==> config.mk <==
export PLATFORM = sky130hd
export DESIGN_NAME = hazard_ctrl_flat
export DESIGN_NICKNAME = d
export VERILOG_FILES = /design/src/rtl/hazard_ctrl_pkg.sv /design/src/rtl/hazard_ctrl_if.sv /design/src/rtl/hazard_ctrl_sb_entry.sv /design/src/rtl/hazard_ctrl.sv /design/src/flat_wrapper.sv
export SDC_FILE = /design/constraint.sdc
export NUM_CORES = 1
export LEC_CHECK = 0
export BUFFER_PORTS_ARGS = -buffer_cell sky130_fd_sc_hd__buf_2
export CAP_MARGIN = 20
export CORE_ASPECT_RATIO = 1.5
export CORE_MARGIN = 4
export CORE_UTILIZATION = 40
export CTS_BUF_LIST = sky130_fd_sc_hd__clkbuf_8
export CTS_CLUSTER_SIZE = 20
export DETAILED_ROUTE_END_ITERATION = 8
export GPL_TIMING_DRIVEN = 0
export PLACE_DENSITY = 0.61
export REMOVE_ABC_BUFFERS = 1
export SLEW_MARGIN = 20
export SYNTH_ARGS = -nofsm -noshare
export SYNTH_HDL_FRONTEND = slang
export SYNTH_HIERARCHICAL = 1
export SYNTH_SLANG_ARGS = --single-unit
==> constraint.sdc <==
create_clock -name clk -period 4.2 [get_ports clk]
set_input_delay 0.63 -clock clk [delete_from_list [all_inputs] [get_ports clk]]
set_output_delay 0.63 -clock clk [all_outputs]
set_load 0.02 [all_outputs]
==> src/rtl/hazard_ctrl_pkg.sv <==
// rtl/hazard_ctrl_pkg.sv - shared types and constants for the hazard controller
// Purpose: scoreboard-entry struct, forward-code constants, stall counter width
//          and the operand-match helper shared by the controller and its bench.
// Ports:   none (package).
package hazard_ctrl_pkg;

    localparam int STALL_CNT_W = 16;

    // Destination field is sized for the widest supported register file;
    // narrower register addresses are zero-extended into it.
    localparam int SB_RD_W = 8;

    // EX operand select codes: 0 = pipeline register, k = result from stage k+1.
    localparam int FWD_NONE = 0;
    localparam int FWD_MEM  = 1;
    localparam int FWD_WB   = 2;

    typedef struct packed {
        logic               valid;
        logic [SB_RD_W-1:0] rd;
        logic               regWrite;
        logic               memRead;
    } sbEntry_t;

    // True when a used source register is produced by this scoreboard entry.
    function automatic logic sbMatch(input logic used, input sbEntry_t e,
                                     input logic [SB_RD_W-1:0] rs, input logic r0Zero);
        return used && e.valid && e.regWrite && (e.rd == rs) && !(r0Zero && (rs == '0));
    endfunction

endpackage

==> src/rtl/hazard_ctrl_if.sv <==
// rtl/hazard_ctrl_if.sv - decode-stage hazard bus between pipeline and controller
// Purpose: bundles the decode operands/class, branch and memory-freeze inputs and
//          the stall/bubble/flush/forward outputs of the hazard controller.
// Ports:   master drives decode-stage fields, branch_taken, mem_busy and reads the
//          controls; slave (the controller) is the mirror image.
interface hazard_ctrl_if
    import hazard_ctrl_pkg::*;
#(
    parameter int RA_W  = 3,
    parameter int DEPTH = 3
);
    localparam int FW = $clog2(DEPTH);

    logic                   id_valid;
    logic [RA_W-1:0]        id_rs1;
    logic [RA_W-1:0]        id_rs2;
    logic                   id_rs1_used;
    logic                   id_rs2_used;
    logic [RA_W-1:0]        id_rd;
    logic                   id_reg_write;
    logic                   id_mem_read;
    logic                   id_is_branch;
    logic                   branch_taken;
    logic                   mem_busy;

    logic                   stall_if;
    logic                   bubble_ex;
    logic                   flush_ifid;
    logic [FW-1:0]          fwd1_ex;
    logic [FW-1:0]          fwd2_ex;
    logic                   idfwd1;
    logic                   idfwd2;
    logic [STALL_CNT_W-1:0] stall_cnt;

    modport master (
        output id_valid, id_rs1, id_rs2, id_rs1_used, id_rs2_used,
               id_rd, id_reg_write, id_mem_read, id_is_branch,
               branch_taken, mem_busy,
        input  stall_if, bubble_ex, flush_ifid, fwd1_ex, fwd2_ex,
               idfwd1, idfwd2, stall_cnt
    );

    modport slave (
        input  id_valid, id_rs1, id_rs2, id_rs1_used, id_rs2_used,
               id_rd, id_reg_write, id_mem_read, id_is_branch,
               branch_taken, mem_busy,
        output stall_if, bubble_ex, flush_ifid, fwd1_ex, fwd2_ex,
               idfwd1, idfwd2, stall_cnt
    );

endinterface

==> src/rtl/hazard_ctrl_sb_entry.sv <==
// rtl/hazard_ctrl_sb_entry.sv - one scoreboard stage register
// Purpose: holds one in-flight instruction's destination info; loads d each
//          cycle unless frozen, or loads an empty entry when clear is set.
// Ports:   clk, reset (async, active-high); freeze holds the entry; clear loads
//          an invalid entry; d next entry; q current entry.
module hz_sb_entry
    import hazard_ctrl_pkg::*;
(
    input  logic     clk,
    input  logic     reset,
    input  logic     freeze,
    input  logic     clear,
    input  sbEntry_t d,
    output sbEntry_t q
);

    always_ff @(posedge clk or posedge reset) begin
        if (reset) begin
            q <= '0;
        end else if (!freeze) begin
            q <= clear ? sbEntry_t'('0) : d;
        end
    end

endmodule

==> src/rtl/hazard_ctrl.sv <==
// rtl/hazard_ctrl.sv - pipeline hazard detection, stall/flush and forward select
// Purpose: tracks the destinations of the DEPTH instructions after decode and
//          derives load-use/branch stalls, IF/ID flush, EX forward codes and
//          decode-stage forwarding from the oldest stage, plus a stall counter.
// Ports:   clk; reset (async, active-high); bus (hazard_ctrl_if.slave) carrying
//          the decode operands/class, branch_taken, mem_busy and all controls.
module hazard_ctrl
    import hazard_ctrl_pkg::*;
#(
    parameter int RA_W    = 3,
    parameter int DEPTH   = 3,
    parameter bit R0_ZERO = 1'b1
)(
    input  logic         clk,
    input  logic         reset,
    hazard_ctrl_if.slave bus
);

    localparam int FW = $clog2(DEPTH);

    sbEntry_t sbQ [DEPTH];
    sbEntry_t headEntry;

    logic [SB_RD_W-1:0] rs1Ext;
    logic [SB_RD_W-1:0] rs2Ext;
    logic [DEPTH-1:0]   m1;
    logic [DEPTH-1:0]   m2;
    logic               loadUse;
    logic               branchHz;
    logic               hz;
    logic               issue;
    logic               clearHead;

    logic [FW-1:0]          fwd1Q;
    logic [FW-1:0]          fwd2Q;
    logic [STALL_CNT_W-1:0] stallCnt;

    assign rs1Ext = {{(SB_RD_W-RA_W){1'b0}}, bus.id_rs1};
    assign rs2Ext = {{(SB_RD_W-RA_W){1'b0}}, bus.id_rs2};

    always_comb begin
        m1 = '0;
        m2 = '0;
        for (int i = 0; i < DEPTH; i++) begin
            m1[i] = sbMatch(bus.id_rs1_used, sbQ[i], rs1Ext, R0_ZERO);
            m2[i] = sbMatch(bus.id_rs2_used, sbQ[i], rs2Ext, R0_ZERO);
        end
    end

    // A branch resolves in decode, so it must wait for any EX producer and for
    // a load one stage further on; ordinary ALU consumers only wait on a load in EX.
    assign loadUse  = bus.id_valid && (m1[0] || m2[0]) && sbQ[0].memRead;
    assign branchHz = bus.id_is_branch &&
                      ((m1[0] || m2[0]) || ((m1[1] || m2[1]) && sbQ[1].memRead));
    assign hz       = loadUse || branchHz;

    assign bus.stall_if   = hz || bus.mem_busy;
    assign bus.bubble_ex  = hz && !bus.mem_busy;
    assign bus.flush_ifid = bus.branch_taken && bus.id_valid && !hz && !bus.mem_busy;

    // Oldest stage supplies its write data straight to decode, but only when no
    // younger stage overrides the same register.
    assign bus.idfwd1 = m1[DEPTH-1] && !(|m1[DEPTH-2:0]);
    assign bus.idfwd2 = m2[DEPTH-1] && !(|m2[DEPTH-2:0]);

    // Instruction actually moving into EX this cycle (mem_busy is handled by freeze).
    assign issue     = bus.id_valid && !hz;
    assign clearHead = !issue;

    always_comb begin
        headEntry          = '0;
        headEntry.valid    = 1'b1;
        headEntry.rd       = {{(SB_RD_W-RA_W){1'b0}}, bus.id_rd};
        headEntry.regWrite = bus.id_reg_write;
        headEntry.memRead  = bus.id_mem_read;
    end

    for (genvar i = 0; i < DEPTH; i++) begin : gSb
        if (i == 0) begin : gHead
            hz_sb_entry uEntry (
                .clk    (clk),
                .reset  (reset),
                .freeze (bus.mem_busy),
                .clear  (clearHead),
                .d      (headEntry),
                .q      (sbQ[0])
            );
        end else begin : gTail
            hz_sb_entry uEntry (
                .clk    (clk),
                .reset  (reset),
                .freeze (bus.mem_busy),
                .clear  (1'b0),
                .d      (sbQ[i-1]),
                .q      (sbQ[i])
            );
        end
    end

    // Youngest producer wins: scan from oldest forwardable stage down to EX so
    // the lowest matching index overwrites any older one.
    function automatic logic [FW-1:0] fwdCode(input logic [DEPTH-1:0] m);
        logic [FW-1:0] code;
        code = FW'(FWD_NONE);
        for (int i = DEPTH - 2; i >= 0; i--) begin
            if (m[i]) begin
                code = FW'(FWD_MEM + i);
            end
        end
        return code;
    endfunction

    always_ff @(posedge clk or posedge reset) begin
        if (reset) begin
            fwd1Q    <= FW'(FWD_NONE);
            fwd2Q    <= FW'(FWD_NONE);
            stallCnt <= '0;
        end else begin
            if (!bus.mem_busy) begin
                fwd1Q <= issue ? fwdCode(m1) : FW'(FWD_NONE);
                fwd2Q <= issue ? fwdCode(m2) : FW'(FWD_NONE);
            end
            if (bus.stall_if && (stallCnt != {STALL_CNT_W{1'b1}})) begin
                stallCnt <= stallCnt + 1'b1;
            end
        end
    end

    assign bus.fwd1_ex   = fwd1Q;
    assign bus.fwd2_ex   = fwd2Q;
    assign bus.stall_cnt = stallCnt;

endmodule

==> src/flat_wrapper.sv <==
// flat-port wrapper written by rule: the top's interface ports become plain ports
module hazard_ctrl_flat import hazard_ctrl_pkg::*;
#(
    parameter int RA_W    = 3,
    parameter int DEPTH   = 3,
    parameter bit R0_ZERO = 1'b1
)
  (clk, reset, bus_id_valid, bus_id_rs1, bus_id_rs2, bus_id_rs1_used, bus_id_rs2_used, bus_id_rd, bus_id_reg_write, bus_id_mem_read, bus_id_is_branch, bus_branch_taken, bus_mem_busy, bus_stall_if, bus_bubble_ex, bus_flush_ifid, bus_fwd1_ex, bus_fwd2_ex, bus_idfwd1, bus_idfwd2, bus_stall_cnt);
  hazard_ctrl_if #(.RA_W(RA_W), .DEPTH(DEPTH)) bus_i ();
  input  logic clk;
  input  logic reset;
  input wire logic [$bits(bus_i.id_valid)-1:0] bus_id_valid;
  input wire logic [$bits(bus_i.id_rs1)-1:0] bus_id_rs1;
  input wire logic [$bits(bus_i.id_rs2)-1:0] bus_id_rs2;
  input wire logic [$bits(bus_i.id_rs1_used)-1:0] bus_id_rs1_used;
  input wire logic [$bits(bus_i.id_rs2_used)-1:0] bus_id_rs2_used;
  input wire logic [$bits(bus_i.id_rd)-1:0] bus_id_rd;
  input wire logic [$bits(bus_i.id_reg_write)-1:0] bus_id_reg_write;
  input wire logic [$bits(bus_i.id_mem_read)-1:0] bus_id_mem_read;
  input wire logic [$bits(bus_i.id_is_branch)-1:0] bus_id_is_branch;
  input wire logic [$bits(bus_i.branch_taken)-1:0] bus_branch_taken;
  input wire logic [$bits(bus_i.mem_busy)-1:0] bus_mem_busy;
  output wire logic [$bits(bus_i.stall_if)-1:0] bus_stall_if;
  output wire logic [$bits(bus_i.bubble_ex)-1:0] bus_bubble_ex;
  output wire logic [$bits(bus_i.flush_ifid)-1:0] bus_flush_ifid;
  output wire logic [$bits(bus_i.fwd1_ex)-1:0] bus_fwd1_ex;
  output wire logic [$bits(bus_i.fwd2_ex)-1:0] bus_fwd2_ex;
  output wire logic [$bits(bus_i.idfwd1)-1:0] bus_idfwd1;
  output wire logic [$bits(bus_i.idfwd2)-1:0] bus_idfwd2;
  output wire logic [$bits(bus_i.stall_cnt)-1:0] bus_stall_cnt;
  assign bus_i.id_valid = bus_id_valid;
  assign bus_i.id_rs1 = bus_id_rs1;
  assign bus_i.id_rs2 = bus_id_rs2;
  assign bus_i.id_rs1_used = bus_id_rs1_used;
  assign bus_i.id_rs2_used = bus_id_rs2_used;
  assign bus_i.id_rd = bus_id_rd;
  assign bus_i.id_reg_write = bus_id_reg_write;
  assign bus_i.id_mem_read = bus_id_mem_read;
  assign bus_i.id_is_branch = bus_id_is_branch;
  assign bus_i.branch_taken = bus_branch_taken;
  assign bus_i.mem_busy = bus_mem_busy;
  assign bus_stall_if = bus_i.stall_if;
  assign bus_bubble_ex = bus_i.bubble_ex;
  assign bus_flush_ifid = bus_i.flush_ifid;
  assign bus_fwd1_ex = bus_i.fwd1_ex;
  assign bus_fwd2_ex = bus_i.fwd2_ex;
  assign bus_idfwd1 = bus_i.idfwd1;
  assign bus_idfwd2 = bus_i.idfwd2;
  assign bus_stall_cnt = bus_i.stall_cnt;
  hazard_ctrl #(.RA_W(RA_W), .DEPTH(DEPTH), .R0_ZERO(R0_ZERO)) u_core (.clk(clk), .reset(reset), .bus(bus_i));
endmodule
==> parameters.txt <==
Parameter                              Value

Run status
  Status    complete, no violations

CTS
  Number of clock sinks    52
  Source-to-sink clock delay at the later pin of the worst-skew pair    300 ps
  Buffer depth of the longest clock path    2
  Post-CTS Hold Buffers    0
  H-Tree Depth    2
  Number of buffers inserted by post-CTS setup repair    0
  Master cell of the clock root buffer    clkbuf_8
  Inserted Clock Buffers    5
  Post-CTS resize count    0
  Clock-pin slew on the worst setup and hold paths    roughly 100 ps
  TritonCTS clock tree    yes

Critical path
  Slowest cell on crit path    a211oi_4
  Largest fanout on the critical path    19
  Gate family responsible for the most delay along the worst path    compound AO/OA/AOI/OAI gates
  Reg-to-Reg End    u_core/bus.stall_cnt[1]
  CP peak stage delay    about 700 ps
  Sum of buffers and inverters on the critical path    2
  CP Capture Type    output port
  Launch point of the worst reg-to-reg path    u_core/bus.stall_cnt[0]
  Critical Path Source Type    input port
  Worst Reg-to-Reg Cells    6
  Worst EP arrival    2690 ps
  Most used cell along the critical path    buf_2
  FF-to-FF setup slack    1810 ps
  WP data required    ~3600 ps
  Category of the most critical setup path    in -> out
  Cell Chain, Critical Path    buf_2 > o31ai_4 > nor4_1 > o2111a_2 > a211oi_4 > and3_1 > buf_2

Drt
  Number of search-and-repair iterations in the first detailed-routing pass    4
  Final antenna-violating net count    0
  Violation count after the first detailed-routing iteration    42
  DRC violation count after routing    0
  Routed via count    1833
  DR vias/cell    5.31
  Final routed wirelength across all metal layers    5160 um
  DR WL/cell    roughly 15 um

Placement
  Post-Place Setup Slack    861 ps
  HPWL reported at the end of detailed placement    roughly 4000 um
  # placed instances    337
  Weighted congestion at the end of routability-driven global placement    0.800
  IO buf count    43

Logic synthesis
  Post-synthesis instance area    ~0.0025 sq mm
  Avg Cell Area, Syn    11.6 sq um
  Number of instances in the synthesized netlist    about 220
  Number of warning messages in the yosys log    6

Die
  Site row count    35
  Area of the placeable core    0.00617 sq mm
  Total Die Area    0.00772 sq mm
  Starting density of the core    between 40% and 50%
  X dimension of the die    73.1 um
  Boundary Pins    between 40 and 50
  Floorplan die height    106 um

GRT
  Via count of the first global-routing pass    1894
  Initial antenna violation count    0
  Overall Global Routing Usage    14.7%
  Pin count of the biggest net entering global routing    45
  Grt total ovfl    0
  Global-route wire length before repair    8930 um

STA
  Setup Total Neg Slack    0 ps
  Fmax    301 MHz
  Final setup fails    0
  Max-slew violation total from the final report    0
  Headroom to the max-slew limit    around 40%
  Shortest clock period the worst path allows after layout    3320 ps
  Final Hold Viols    0
  Minimum setup slack in the final design    between 800 and 900 ps
  Post-Route Skew    7.48 ps
  RSZ-0062 raised after global routing    no
  Ratio of final minimum period to clock period    79.2%
  Actual slew at the worst max-slew pin    890 ps

Final layout
  Relative area change from synthesis to final layout    15.6%
  Layout Cells excl Fill    approximately 350
  Fin util    47.5%
  Diode insertion count for antenna repair    0
  Fin nets    290
  Fraction of layout instances using a drive strength above 1    23.6%

Pwr
  Power density of the placed cells    420 mW/mm^2
  Maximum resistive drop on vdd    ~220 uV
  Clock network power share    a little over a quarter
  Combinational fraction of design power    between 20% and 30%
  Portion of total power attributed to sequential cells    51.3%
  Leakage power of the design    around 0.0014 uW
  Net Sw Frac    31.4%
  Psw    387 uW
  Internal Pwr Total    847 uW

Flow run
  Count of maximum capacitance violations    0

Min path
  HP Class    in -> async
[cells in the final DEF (no fill, tap or decap), types with 4 or more instances in the layout]
cell type,instances
nor4b_1,5
a22o_1,29
nand4_1,4
inv_1,5
xor2_1,21
xnor2_1,11
dfrtp_1,52
clkbuf_8,5
nand3_1,8
nor3_1,7
nor2_1,6
conb_1,10
buf_2,43
nor4_1,9
nand2_1,14
[worst register-to-register path, cell delays in order, from the launching register on]
cell	delay, ps
dfrtp_1	410
ha_1	190
nand3_1	130
or3_1	470
nor3_2	600
nor2_1	170
mux2_2	310
[power by group through the flow]
stage                     logic (uW)  registers, uW  clock network (uW)
after floorplan                  124            683                   0
after global placement           261            642                   0
after detailed placement         266            644                   0
after CTS                        267            634                 353
after global routing             293            646                 373
final                            263            633                 338
[stage by stage]
stage                     area, sq um  hold slack, ps  total power (uW)
after CTS                        2930             314              1250
after global placement           2820             467               902
after detailed placement         2820             481               910
after floorplan                  2510             453               807
after global routing             2940             320              1310
final                            2940             314              1230
[how the worst max path moves through the flow]
| stage | from | endpoint | cells past startpoint |
|---|---|---|---|
| after CTS | bus_id_rs1[0] | bus_flush_ifid | 7 |
| after global routing | bus_id_rs1[0] | bus_flush_ifid | 7 |
| final | bus_id_rs1[0] | bus_flush_ifid | 7 |
| after global placement | bus_id_rs1[0] | bus_flush_ifid | 7 |
| after detailed placement | bus_id_rs1[0] | bus_flush_ifid | 7 |
| after floorplan | bus_id_rs1[0] | bus_flush_ifid | 5 |
[final cells by class]
cell class              instances  area, sq um
inverters                       5         18.8
clock inverters                 3         42.5
flip-flops and latches         52         1300
fillers                       588         3240
clock buffers                   5         68.8
multi-input cells             163         1200
well taps                      74         92.6
repair buffers                 43          215
[state kept, by name (all words and copies together), names as in the netlist]
| register | flops |
|---|---|
| u_core/bus.stall_cnt | 16 |
| u_core/gSb.gTail.uEntry/q | 21 |
| u_core/gSb.gHead.uEntry/q | 11 |
| u_core/bus.fwd2_ex | 2 |
| u_core/bus.fwd1_ex | 2 |
[per-layer routing]
metal / GRT usage (%) / routed length [um]
met1: 17.4 / 2090
met2: 25.4 / 2640
met3: 2.58 / 292
met4: 6.20 / 140
met5: 0 / 0
Note: power is estimated with default switching activity, not from simulation.
